`src/rtl/vec_pkg.sv`:
```
// rtl/vec_pkg.sv - shared op encoding, write-back select values and default latencies
package vec_pkg;

  typedef enum logic [1:0] {
    OP_NOP    = 2'b00,
    OP_VMAC   = 2'b01,
    OP_VLOAD  = 2'b10,
    OP_VSTORE = 2'b11
  } vec_op_e;

  localparam logic SEL_MEM  = 1'b0;
  localparam logic SEL_VMAC = 1'b1;

  localparam int DEF_VREGAW   = 3;
  localparam int DEF_VMAC_LAT = 3;
  localparam int DEF_VLD_LAT  = 1;
  localparam int DEF_CNTW     = 16;

  // VMAC and VLOAD produce a register result; VSTORE and NOP do not.
  function automatic logic op_writes_reg(vec_op_e op);
    return (op == OP_VMAC) || (op == OP_VLOAD);
  endfunction

endpackage

```
`src/rtl/vreg_scoreboard.sv`:
```
// rtl/vreg_scoreboard.sv - per-register busy bits with set/clear and three lookup ports
module vreg_scoreboard #(
  parameter int VREGAW = 3
) (
  input  logic              clk,
  input  logic              rst_n,
  input  logic              set_en,
  input  logic [VREGAW-1:0] set_addr,
  input  logic              clr_en,
  input  logic [VREGAW-1:0] clr_addr,
  input  logic [VREGAW-1:0] rd0_addr,
  input  logic [VREGAW-1:0] rd1_addr,
  input  logic [VREGAW-1:0] rd2_addr,
  output logic              rd0_busy,
  output logic              rd1_busy,
  output logic              rd2_busy,
  output logic              any_busy
);

  localparam int VREGN = 1 << VREGAW;

  logic [VREGN-1:0] busy_q;
  logic [VREGN-1:0] busy_d;

  // Clear on write-back, set on issue; the hazard rules keep both off the same bit.
  always_comb begin
    busy_d = busy_q;
    if (clr_en) busy_d[clr_addr] = 1'b0;
    if (set_en) busy_d[set_addr] = 1'b1;
  end

  // Busy-bit array register.
  always_ff @(posedge clk or negedge rst_n) begin
    if (!rst_n) busy_q <= '0;
    else        busy_q <= busy_d;
  end

  assign rd0_busy = busy_q[rd0_addr];
  assign rd1_busy = busy_q[rd1_addr];
  assign rd2_busy = busy_q[rd2_addr];
  assign any_busy = |busy_q;

endmodule

```
`src/rtl/vec_issue_ctrl.sv`:
```
// rtl/vec_issue_ctrl.sv - in-order vector issue control with hazard stall and write-back pipeline
module vec_issue_ctrl import vec_pkg::*; #(
  parameter int VREGAW   = DEF_VREGAW,
  parameter int VMAC_LAT = DEF_VMAC_LAT,
  parameter int VLD_LAT  = DEF_VLD_LAT,
  parameter int CNTW     = DEF_CNTW
) (
  input  logic              Clk_i,
  input  logic              Rst_n_i,
  input  logic              Issue_valid_i,
  input  logic [1:0]        Issue_op_i,
  input  logic [VREGAW-1:0] VRdAddr_i,
  input  logic [VREGAW-1:0] VRs1Addr_i,
  input  logic [VREGAW-1:0] VRs2Addr_i,
  output logic              Issue_ready_o,
  output logic              VDcmWEn_o,
  output logic              VRegWEn_o,
  output logic [VREGAW-1:0] VRdAddr_o,
  output logic              Mux2_s_o,
  output logic              Busy_o,
  output logic [CNTW-1:0]   StallCnt_o
);

  vec_op_e op;
  logic    is_vmac, is_vload, is_vstore, has_dest;
  logic    rs1_busy, rs2_busy, rd_busy, any_reg_busy;
  logic    raw_hazard, waw_hazard, port_conflict;
  logic    accept, stall;

  // Slot k holds the write-back that lands k cycles from now; slot 0 is the output.
  logic [VMAC_LAT-1:0] slot_valid_q, slot_valid_d;
  logic [VMAC_LAT-1:0] slot_sel_q, slot_sel_d;
  logic [VREGAW-1:0]   slot_addr_q [VMAC_LAT];
  logic [VREGAW-1:0]   slot_addr_d [VMAC_LAT];
  logic [VMAC_LAT:0]   slot_valid_ext;
  logic [CNTW-1:0]     stall_cnt_q, stall_cnt_d;

  assign op        = vec_op_e'(Issue_op_i);
  assign is_vmac   = (op == OP_VMAC);
  assign is_vload  = (op == OP_VLOAD);
  assign is_vstore = (op == OP_VSTORE);
  assign has_dest  = op_writes_reg(op);

  vreg_scoreboard #(.VREGAW(VREGAW)) u_scoreboard (
    .clk      (Clk_i),
    .rst_n    (Rst_n_i),
    .set_en   (accept & has_dest),
    .set_addr (VRdAddr_i),
    .clr_en   (slot_valid_q[0]),
    .clr_addr (slot_addr_q[0]),
    .rd0_addr (VRs1Addr_i),
    .rd1_addr (VRs2Addr_i),
    .rd2_addr (VRdAddr_i),
    .rd0_busy (rs1_busy),
    .rd1_busy (rs2_busy),
    .rd2_busy (rd_busy),
    .any_busy (any_reg_busy)
  );

  // A phantom always-empty slot VMAC_LAT lets the load check index uniformly,
  // including VLD_LAT == VMAC_LAT. VMAC needs no port check: its slot is the
  // top one, which is always free after the shift.
  assign slot_valid_ext = {1'b0, slot_valid_q};

  assign raw_hazard    = (is_vmac & (rs1_busy | rs2_busy)) | (is_vstore & rs1_busy);
  assign waw_hazard    = has_dest & rd_busy;
  assign port_conflict = is_vload & slot_valid_ext[VLD_LAT];

  assign Issue_ready_o = ~(Issue_valid_i & (raw_hazard | waw_hazard | port_conflict));
  assign accept        = Issue_valid_i & Issue_ready_o;
  assign stall         = Issue_valid_i & ~Issue_ready_o;
  assign VDcmWEn_o     = accept & is_vstore;

  // Shift the pending pipeline down one slot and insert the newly accepted result.
  always_comb begin
    slot_valid_d = slot_valid_q >> 1;
    slot_sel_d   = slot_sel_q >> 1;
    for (int k = 0; k < VMAC_LAT; k++) slot_addr_d[k] = '0;
    for (int k = 0; k < VMAC_LAT - 1; k++) slot_addr_d[k] = slot_addr_q[k+1];
    if (accept & is_vmac) begin
      slot_valid_d[VMAC_LAT-1] = 1'b1;
      slot_addr_d[VMAC_LAT-1]  = VRdAddr_i;
      slot_sel_d[VMAC_LAT-1]   = SEL_VMAC;
    end
    if (accept & is_vload) begin
      slot_valid_d[VLD_LAT-1] = 1'b1;
      slot_addr_d[VLD_LAT-1]  = VRdAddr_i;
      slot_sel_d[VLD_LAT-1]   = SEL_MEM;
    end
  end

  // Saturating count of cycles the decoder was held off.
  always_comb begin
    stall_cnt_d = stall_cnt_q;
    if (stall && (stall_cnt_q != '1)) stall_cnt_d = stall_cnt_q + CNTW'(1);
  end

  // Pending pipeline and stall counter registers; reset drops all pending write-backs.
  always_ff @(posedge Clk_i or negedge Rst_n_i) begin
    if (!Rst_n_i) begin
      slot_valid_q <= '0;
      slot_sel_q   <= '0;
      for (int k = 0; k < VMAC_LAT; k++) slot_addr_q[k] <= '0;
      stall_cnt_q  <= '0;
    end else begin
      slot_valid_q <= slot_valid_d;
      slot_sel_q   <= slot_sel_d;
      for (int k = 0; k < VMAC_LAT; k++) slot_addr_q[k] <= slot_addr_d[k];
      stall_cnt_q  <= stall_cnt_d;
    end
  end

  assign VRegWEn_o  = slot_valid_q[0];
  assign VRdAddr_o  = slot_addr_q[0];
  assign Mux2_s_o   = slot_sel_q[0];
  assign Busy_o     = (|slot_valid_q) | any_reg_busy;
  assign StallCnt_o = stall_cnt_q;

endmodule

```
`config.mk`:
```
export PLATFORM = sky130hd
export DESIGN_NAME = vec_issue_ctrl
export DESIGN_NICKNAME = d
export VERILOG_FILES = /design/src/rtl/vec_pkg.sv /design/src/rtl/vreg_scoreboard.sv /design/src/rtl/vec_issue_ctrl.sv
export SDC_FILE = /design/constraint.sdc
export NUM_CORES = 1
export LEC_CHECK = 0
export CAP_MARGIN = 20
export CORE_MARGIN = 8
export CORE_UTILIZATION = 50
export CTS_CLUSTER_SIZE = 28
export DETAILED_ROUTE_END_ITERATION = 12
export GPL_ROUTABILITY_DRIVEN = 0
export GPL_TIMING_DRIVEN = 0
export PLACE_DENSITY = 0.78
export SLEW_MARGIN = 25
export SYNTH_ARGS = -nofsm -noshare
export SYNTH_HDL_FRONTEND = slang
export SYNTH_SLANG_ARGS = --single-unit
```
`constraint.sdc`:
```
create_clock -name Clk_i -period 5.5 [get_ports Clk_i]
set_input_delay 1.375 -clock Clk_i [delete_from_list [all_inputs] [get_ports Clk_i]]
set_output_delay 1.375 -clock Clk_i [all_outputs]
set_load 0.05 [all_outputs]
```
==> results.txt <==
Synth area leader = dfrtp_1
post-placement cell area = 2352 um^2
Mean Syn Cell Area = 10.91 um^2
Vert. Die Dim = 77.96 um
commonest non-fill, non-tap cell in the layout = dfrtp_1
Synth Cell Area = 1919 um^2
I/O pin cnt = 38
cell area power density = 359.4 nW/um^2
routed via count = 1521
grt ovf = 0
Die Area = 6077 um^2
max-slew violations = 0
max-cap viol count = 0
core footprint = 3689 um^2
fmax = 188.3 MHz
Setup-failing EPs final = 0
Slew HR = 0.6552
die width = 77.96 um
Crit Reg-Reg Startpoint = u_scoreboard.busy_q[0]
CTS tree = done
initial drt markers = 155
Final HPWL DP = 3.362 mm
top cells by area, synth = dfrtp_1, xor2_1, mux4_2
post-route ant nets = 0
largest net degree at the start of global routing = 23
Setup WS pre-CTS = -141.8 ps
CTS clk-pin slew, worst paths = 70 ps
ys flop type = dfrtp_1
Distinct cells, synth = 40
synthesis-to-layout area growth = 28.49%
vias per std cell = 5.675
Setup Fix Bufs, Post-CTS = 0
clk sinks = 37
cts bufs inserted = 5
Starting Density = 0.5204
crit share post-route = 0.9655
worst slew pin tran = 515.6 ps
initial antenna violation count = 0
Yosys top cell area share = 0.4824
WP data required = 4120 ps
synthesized flop and latch total = 37
first-pass GRT wire length = 7.838 mm
post-synthesis cell count = 176
hold path startpoint = slot_addr_d[4]
total power = 886.4 uW
Nets = 237
Port Buf Inserts = 35
Synth Net Count = 194
maximum VDD drop = 0.4666 mV
Routed WL = 4.658 mm
router iterations before antenna repair = 4
Synth Warn # = 0
GRT Resource Usage Total = 0.1616
Pleak = 0.001101 uW
crit path capture type = output pin
# rows = 22
worst clock skew = 8.599 ps
outcome = complete, no violations
CP arrival = 3940 ps
RSZ-0062 raised after global routing = false
worst min-delay path class = flip-flop to flip-flop
Hold Fails Final Rpt = 0
clk root buf = clkbuf_8
Post-synth EDFFs = 0
vias in the first global route = 1630
Max Buffers Root-to-Sink = 2
final instance area = 2466 um^2
Skew-Pair Late Insertion Delay = 300 ps
worst-path fanout max = 10
fraction of layout cells with a size suffix above 1 = 0.1591
commonest cells after routing, fill and taps aside = dfrtp_1, clkdlybuf4s50_1, nand2_1
Crit. Startpoint = VRdAddr_i[2]
type of origin of the critical path = primary input
htree depth = 2
final worst-path setup slack = 190.0 ps
register area share after synthesis = 0.4824
Period minus WS final = 5310 ps
share of flip-flops with an asynchronous set or reset = 1.000
critical path class = primary input to output pin
ANT cells = 0
Avg WL per Cell = 17.38 um
DRC violations left = 0
-- worst max-delay path: stages --
cell and delay [ps]:
clkdlybuf4s50_1 640, mux4_2 340, a22oi_1 210, nand4_1 130, a221oi_2 200, buf_4 240
buf_6 160, nand2b_1 100, dlygate4sd2_1 530
-- cell usage after synthesis (2+ instances only) --
library cell  count
nor2_1            7
mux2i_1           4
and3_1            5
a32o_1            2
nor4b_1           2
buf_4             4
nand4_1           2
nor2b_1           2
o21ai_0           7
nor3b_1           3
ha_1              4
o31ai_1           5
nor3_1           12
buf_6             2
nand3_1           8
dfrtp_1          37
nand2b_1          6
inv_1             6
nand2_1          15
xor2_1           12
mux2_2            4
nor4_1            3
mux4_2            4
or2_2             4
-- area by class of cell --
cell class | instances | area (um^2)
fillers | 304 | 1222
flip-flops and latches | 37 | 925.9
multi-input cells | 125 | 909.6
repair buffers | 36 | 366.6
clock buffers | 6 | 82.58
plain buffers | 8 | 61.31
well taps | 48 | 60.06
clock inverters | 2 | 37.54
inverters | 6 | 22.52
-- path summary, 6_finish.rpt --
path                                                to  slack (ps)  depth (start not counted)
worst max-delay path                     Issue_ready_o         190                          9
worst min-delay path                    slot_addr_q[4]         350                          0
worst max register to register           StallCnt_o[1]        3200                          7
worst min register to register          slot_addr_q[4]         350                          0
max in group asynchronous       u_scoreboard.busy_q[1]        4060                          2
min in group asynchronous                StallCnt_o[3]        1000                          1
-- cell families (layout without fill, tap and decap cells) --
logic type / count (synthesis) / count (layout) / share of synthesized area
compound gates: 20 / 20 / 0.07562
flops: 37 / 37 / 0.4824
xor+xnor: 13 / 13 / 0.05932
mux: 14 / 14 / 0.1050
simple gates: 74 / 74 / 0.2080
fa+ha+maj: 4 / 4 / 0.02608
buf+inv: 14 / 58 / 0.04367
-- layer usage --
metal / track usage / vias up / part of all wire / routed length [um]
met5: 0 / - / 0 / 0
met1: 0.1914 / 764 / 0.43 / 2000
met2: 0.2632 / 40 / 0.49 / 2303
li1: - / 710 / - / -
met4: 0.08704 / 0 / 0.021 / 99
met3: 0.04147 / 7 / 0.055 / 254
-- stage by stage --
step	setup TNS, ps	util	hold slack [ps]	cells
6_report	0	0.6686	351.5	268
5_1_grt	0	0.6686	356.1	268
4_1_cts	0	0.6696	353.9	268
3_5_place_dp	-222.8	0.6377	337.3	260
3_3_place_gp	-166.6	0.6316	333.1	259
2_1_floorplan	0	-	331.2	176
-- registers in the layout, indices dropped and copies added, names as in the netlist --
name                 cells
StallCnt_o              16
slot_addr_q              3
u_scoreboard.busy_q      8
slot_sel_q               3
slot_valid_q             1
VRdAddr_o                3
slot_addr_d              3
-- where the power goes --
part / total, uW / switching (uW) / internal (uW)
Sequential: 360 / 50.5 / 310
Combinational: 280 / 169 / 111
Clock: 246 / 98.3 / 147
-- repair_timing --
item                                    in CTS  in global routing
hold buffers                                 0                  0
endpoints found under the setup margin       2                  1
gates resized for setup                      2                  2
No activity file was read; power rests on OpenSTA's default activity.
==> patch 1: new RTL, same flow settings <==
Change the package constant `DEF_VMAC_LAT` from 3 to 2.
--- a/src/rtl/vec_pkg.sv
+++ b/src/rtl/vec_pkg.sv
@@ -12,7 +12,7 @@
   localparam logic SEL_VMAC = 1'b1;
 
   localparam int DEF_VREGAW   = 3;
-  localparam int DEF_VMAC_LAT = 3;
+  localparam int DEF_VMAC_LAT = 2;
   localparam int DEF_VLD_LAT  = 1;
   localparam int DEF_CNTW     = 16;
 
Behaviour: not the same (a bounded check fails within 4 cycles, from zero or initial values and one cycle with Rst_n_i low).
==> patch 1 against the unedited design <==
  * Sequential cell count fell by 4
  * Wire length down 1.8%
  * Cell area fell by 1.2%
  * Die area down 0.46%
  * Largest power group unchanged
  * Utilization fell by 0.32 points
  * Hold slack better by 0.13 ns
  * Clock power decreased by 19%
  * Setup slack gained 0.042 ns
  * Count of clock-buffer cells in the layout is 1 higher
  * Area after synthesis is 0.59% lower
  * Highest routed layer unchanged
  * Maximum frequency rose by 0.80%
  * Total power is 12% lower
==> patch 1: results (changes against the unedited design) <==
[metrics] run status: finished clean
[metrics] Worst-path clk slew: 0.06 ns
[metrics] FF/Latch Area: 826 sq um (-11%)
[metrics] Leakage Power: 1.03 nW (-6.7%)
[metrics] number of distinct library cell variants in the gate-level netlist after synthesis: 47 (+18%)
[metrics] average routed wire per standard cell: 17.5 microns (+0.83%)
[metrics] inverter count of the layout excluding clock inverters: 4 (-2)
[metrics] vias per cell: 5.68 (about the same)
[metrics] multi-input gates: 124 (-0.80%)
[metrics] met2 usage in global routing: 24.3% (-2.0 points)
[metrics] worst vdd ir: 0.311 mV (-33%)
[metrics] met3 usage: 5.53% (+1.4 points)
[metrics] via count of the first global-routing pass: 1,573 (-3.5%)
[metrics] Cells after Synth: 169 (-4.0%)
[metrics] via count: 1,482 (-2.6%)
[metrics] share of the final layout cell area in multi-input gates: 40.9% (+4.0 points)
[metrics] GR met1 Demand/Resource: 19.5% (+0.37 points)
[metrics] post-synth net total: 187 (-3.6%)
[metrics] Clock buf/inv share: 4.16% (-0.71 points)
[metrics] arrival time of the worst setup path: 3.89 ns (-0.05 ns)
[metrics] clock buffer instance count of the final layout: 7 (+1)
[metrics] gate family responsible for the most delay along the worst path: buffers and inverters
[metrics] detailed placement HPWL: 3390 microns (+0.76%)
[metrics] Filler cells: 288 (-5.3%)
[metrics] most frequent cells after synthesis: sky130_fd_sc_hd__dfrtp_1, sky130_fd_sc_hd__nand2_1, sky130_fd_sc_hd__o21ai_0
[metrics] cells taking the most area after synthesis: sky130_fd_sc_hd__dfrtp_1, sky130_fd_sc_hd__mux2_2, sky130_fd_sc_hd__mux4_2
[metrics] non-clock buffer area fraction after layout: 17.9% (+0.57 points)
[metrics] proportion of synthesized chip area in sequential cells: 43.3% (-5.0 points)
[metrics] worst max-slew margin expressed relative to the limit: 57.0% (-8.5 points)
[metrics] global-route total usage across every layer: 15.7% (-0.45 points)
[metrics] P_int: 0.494 mW (-13%)
[metrics] antenna diode count: 0 (unchanged)
[metrics] initial drt markers: 121 (-22%)
[metrics] worst clock skew: 0.00935 ns (+0.000749 ns)
[metrics] Seq Cell Count: 33 (-11%)
[metrics] first-pass GRT wire length: 7710 microns (-1.6%)
[metrics] number of instances in the placed design: 253 (-2.7%)
[metrics] maximum number of pins on one net before global-route repair: 33 (+43%)
[metrics] crit-path max cell delay: 0.56 ns (-0.08 ns)
[metrics] layout net count: 230 (-3.0%)
==> patch 1: cell types whose count changed after synthesis, moves of 3 or more <==
| cell | delta |
|---|---|
| sky130_fd_sc_hd__xor2_1 | -7 |
| sky130_fd_sc_hd__and2_1 | +3 |
| sky130_fd_sc_hd__xnor2_1 | +6 |
| sky130_fd_sc_hd__nand4_1 | +5 |
| sky130_fd_sc_hd__nor3_1 | -8 |
| sky130_fd_sc_hd__dfrtp_1 | -4 |
| sky130_fd_sc_hd__or2_2 | -3 |
==> patch 1: worst paths after layout <==
check	startpoint	end	slack, ns	depth (start not counted)
worst max register to register	StallCnt_o[0]$_DFFE_PN0P_	StallCnt_o[1]$_DFFE_PN0P_	3.17	7
worst max-delay path	VRs1Addr_i[0]	VDcmWEn_o	0.23	8
worst min-delay path	slot_addr_q[2]$_DFF_PN0_	VRdAddr_o[2]$_DFF_PN0_	0.48	1
min in group asynchronous	Rst_n_i	VRdAddr_o[1]$_DFF_PN0_	0.88	1
worst min register to register	slot_addr_q[2]$_DFF_PN0_	VRdAddr_o[2]$_DFF_PN0_	0.48	1
max in group asynchronous	Rst_n_i	slot_addr_q[1]$_DFF_PN0_	4.28	2
==> patch 1: repair_timing <==
item	CTS	global route
setup endpoints to repair	1	1
gates resized for setup	1	1
hold buffers	0	0
==> patch 1: per-stage QoR <==
step	setup slack (ns)	instance area [sq um]	util [%]
floorplan	1.06	1910	-
detailed placement	-0.0574	2330	63.7
finish	0.232	2440	66.5
global placement	-0.0211	2320	63.3
global route	0.110	2440	66.5
CTS	0.0937	2430	66.5
==> patch 1: cells by family (layout without fill, tap and decap cells) <==
logic type,count (synthesis),in the layout,share of synthesized area (%)
flip-flops,33,33,43.3
multiplexers,15,15,11.3
AO/OA/AOI/OAI,21,21,8.85
AND/OR/NAND/NOR,71,71,23.1
adder cells (fa/ha/maj),4,4,2.62
buffers and inverters,12,56,4.46
XOR/XNOR,13,13,6.36
==> patch 1: worst reg2reg max path: cells and delay by family, from the launching register on <==
family / cells / cell delay (ns)
DFF: 1 / 0.40
adders and majority gates: 1 / 0.19
and+or+nand+nor: 5 / 1.34
muxes: 1 / 0.30
==> patch 1: metal layers <==
layer,routed length [microns],vias to the layer above
li1,-,705
met1,2020,726
met2,2200,45
met3,299,6
met4,56,0
met5,0,-
==> patch 1: power by group through the flow <==
stage	Clock (mW)	Sequential, mW	Combinational [mW]
global route	0.213	0.320	0.285
CTS	0.204	0.315	0.270
global placement	0	0.314	0.262
detailed placement	0	0.318	0.268
floorplan	0	0.391	0.0968
finish	0.199	0.315	0.267
==> patch 2: new RTL, config.mk and constraints unchanged <==
Made on the original files. Put one more register stage on the output `StallCnt_o`, with the module's reset. The value now appears one clock later. The other outputs are not delayed to match.
--- a/src/rtl/vec_issue_ctrl.sv
+++ b/src/rtl/vec_issue_ctrl.sv
@@ -114,7 +114,13 @@
   assign VRdAddr_o  = slot_addr_q[0];
   assign Mux2_s_o   = slot_sel_q[0];
   assign Busy_o     = (|slot_valid_q) | any_reg_busy;
-  assign StallCnt_o = stall_cnt_q;
+  always_ff @(posedge Clk_i or negedge Rst_n_i) begin
+    if (!Rst_n_i) begin
+      StallCnt_o <= '0;
+    end else begin
+      StallCnt_o <= stall_cnt_q;
+    end
+  end
 
 endmodule
 
Function: changed (a bounded check fails within 4 cycles, from zero or initial values and one cycle with Rst_n_i low).
==> patch 2 against the unedited design <==
  * Synthesized cell count up 10%
  * Area after synthesis up 21%
  * Via count up 7.1%
  * Cell area up 15%
  * First-iteration DRC count down 12%
  * Highest routed layer unchanged
  * Setup slack worse by 0.024 ns
  * Wire length up 1.9%
  * Die area up 17%
  * Sequential cell count up 16
  * Count of clock-buffer cells in the layout unchanged
  * Largest cell class unchanged
  * Sequential power up 39%
  * Total power up 10%
==> patch 2: results (changes against the unedited design) <==
[metrics] placed standard-cell area: 2740 sq um (+16%)
[metrics] most frequent cells after synthesis: sky130_fd_sc_hd__dfrtp_1, sky130_fd_sc_hd__xor2_1, sky130_fd_sc_hd__nand2_1, sky130_fd_sc_hd__nand3_1, sky130_fd_sc_hd__o21ai_0
[metrics] slack of the critical path: 0.166 ns (-0.0242 ns)
[metrics] worst clock skew: 0.00855 ns (-0.0000537 ns)
[metrics] number of instances in the placed design: 281 (+8.1%)
[metrics] maximum number of pins on one net before global-route repair: 54 (+130%)
[metrics] fraction of final layout cells sized beyond drive strength 1: 11.0% (-4.9 points)
[metrics] area fraction in compound gates after synthesis: 5.01% (-2.6 points)
[metrics] first-pass GRT wire length: 8130 microns (+3.7%)
[metrics] cells taking the most area after synthesis: sky130_fd_sc_hd__dfrtp_1, sky130_fd_sc_hd__xor2_1, sky130_fd_sc_hd__nand3_1
[metrics] Adder-Cell Fraction of Synth Area: 2.16% (-0.45 points)
[metrics] post-synthesis area per instance: 12.0 sq um (+9.8%)
[metrics] worst vdd ir: 0.266 mV (-43%)
[metrics] Seq group: 0.501 mW (+39%)
[metrics] endpoint of the worst hold path: slot_addr_q[3]$_DFF_PN0_
[metrics] Slew @ Worst Pin: 0.645 ns (+0.129 ns)
[metrics] fraction of synthesized area in multiplexers: 7.00% (-3.5 points)
[metrics] initial drt markers: 136 (-12%)
[metrics] run status: finished clean
[metrics] Final Hold Slack: 0.357 ns (+0.00517 ns)
[metrics] sw frac: 34.4% (-1.5 points)
[metrics] Worst-path clk slew: 0.09 ns (+0.02 ns)
[metrics] combinational power: 0.253 mW (-9.6%)
[metrics] minimum setup slack after placement: -0.101 ns (+0.0408 ns)
[metrics] arrival time of the worst setup path: 3.96 ns (+0.02 ns)
[metrics] critical path launch point: VRs1Addr_i[0]
[metrics] R2R setup slack: 3.19 ns (about the same)
[metrics] P_int: 0.643 mW (+13%)
[metrics] startpoint of the worst register-to-register path: stall_cnt_q[6]$_DFFE_PN0P_
[metrics] crit-path max cell delay: 0.56 ns (-0.08 ns)
[metrics] beginning of the worst hold path: slot_addr_d[3]$_DFF_PN0_
[metrics] share of the synthesized netlist area taken by xor and xnor gates: 5.66% (-0.27 points)
[metrics] layout net count: 254 (+7.2%)
==> patch 2: cell count changes after synthesis, moves of 4 or more <==
cell,change
sky130_fd_sc_hd__nand3_1,+4
sky130_fd_sc_hd__and2_1,+4
sky130_fd_sc_hd__o31ai_1,-4
sky130_fd_sc_hd__nor3_1,-5
sky130_fd_sc_hd__dfrtp_1,+16
sky130_fd_sc_hd__o21ai_0,+4
sky130_fd_sc_hd__or2_2,-4
==> patch 2: final cells by class <==
type                    count  area (sq um)  share of cell area, %
plain buffers              10          65.1                   2.30
flip-flops and latches     53          1330                   46.9
clock inverters             2          13.8                  0.487
inverters                   3          11.3                  0.398
repair buffers             35           345                   12.2
multi-input cells         128           920                   32.5
clock buffers               6          82.6                   2.92
well taps                  52          65.1                   2.30
==> patch 2: per-layer routing <==
layer	GRT usage [%]	vias up	part of all wire [%]
li1	-	776	-
met1	19.5	799	49
met2	19.3	45	43
met3	4.25	9	5.8
met4	6.75	0	2.1
met5	0	-	0
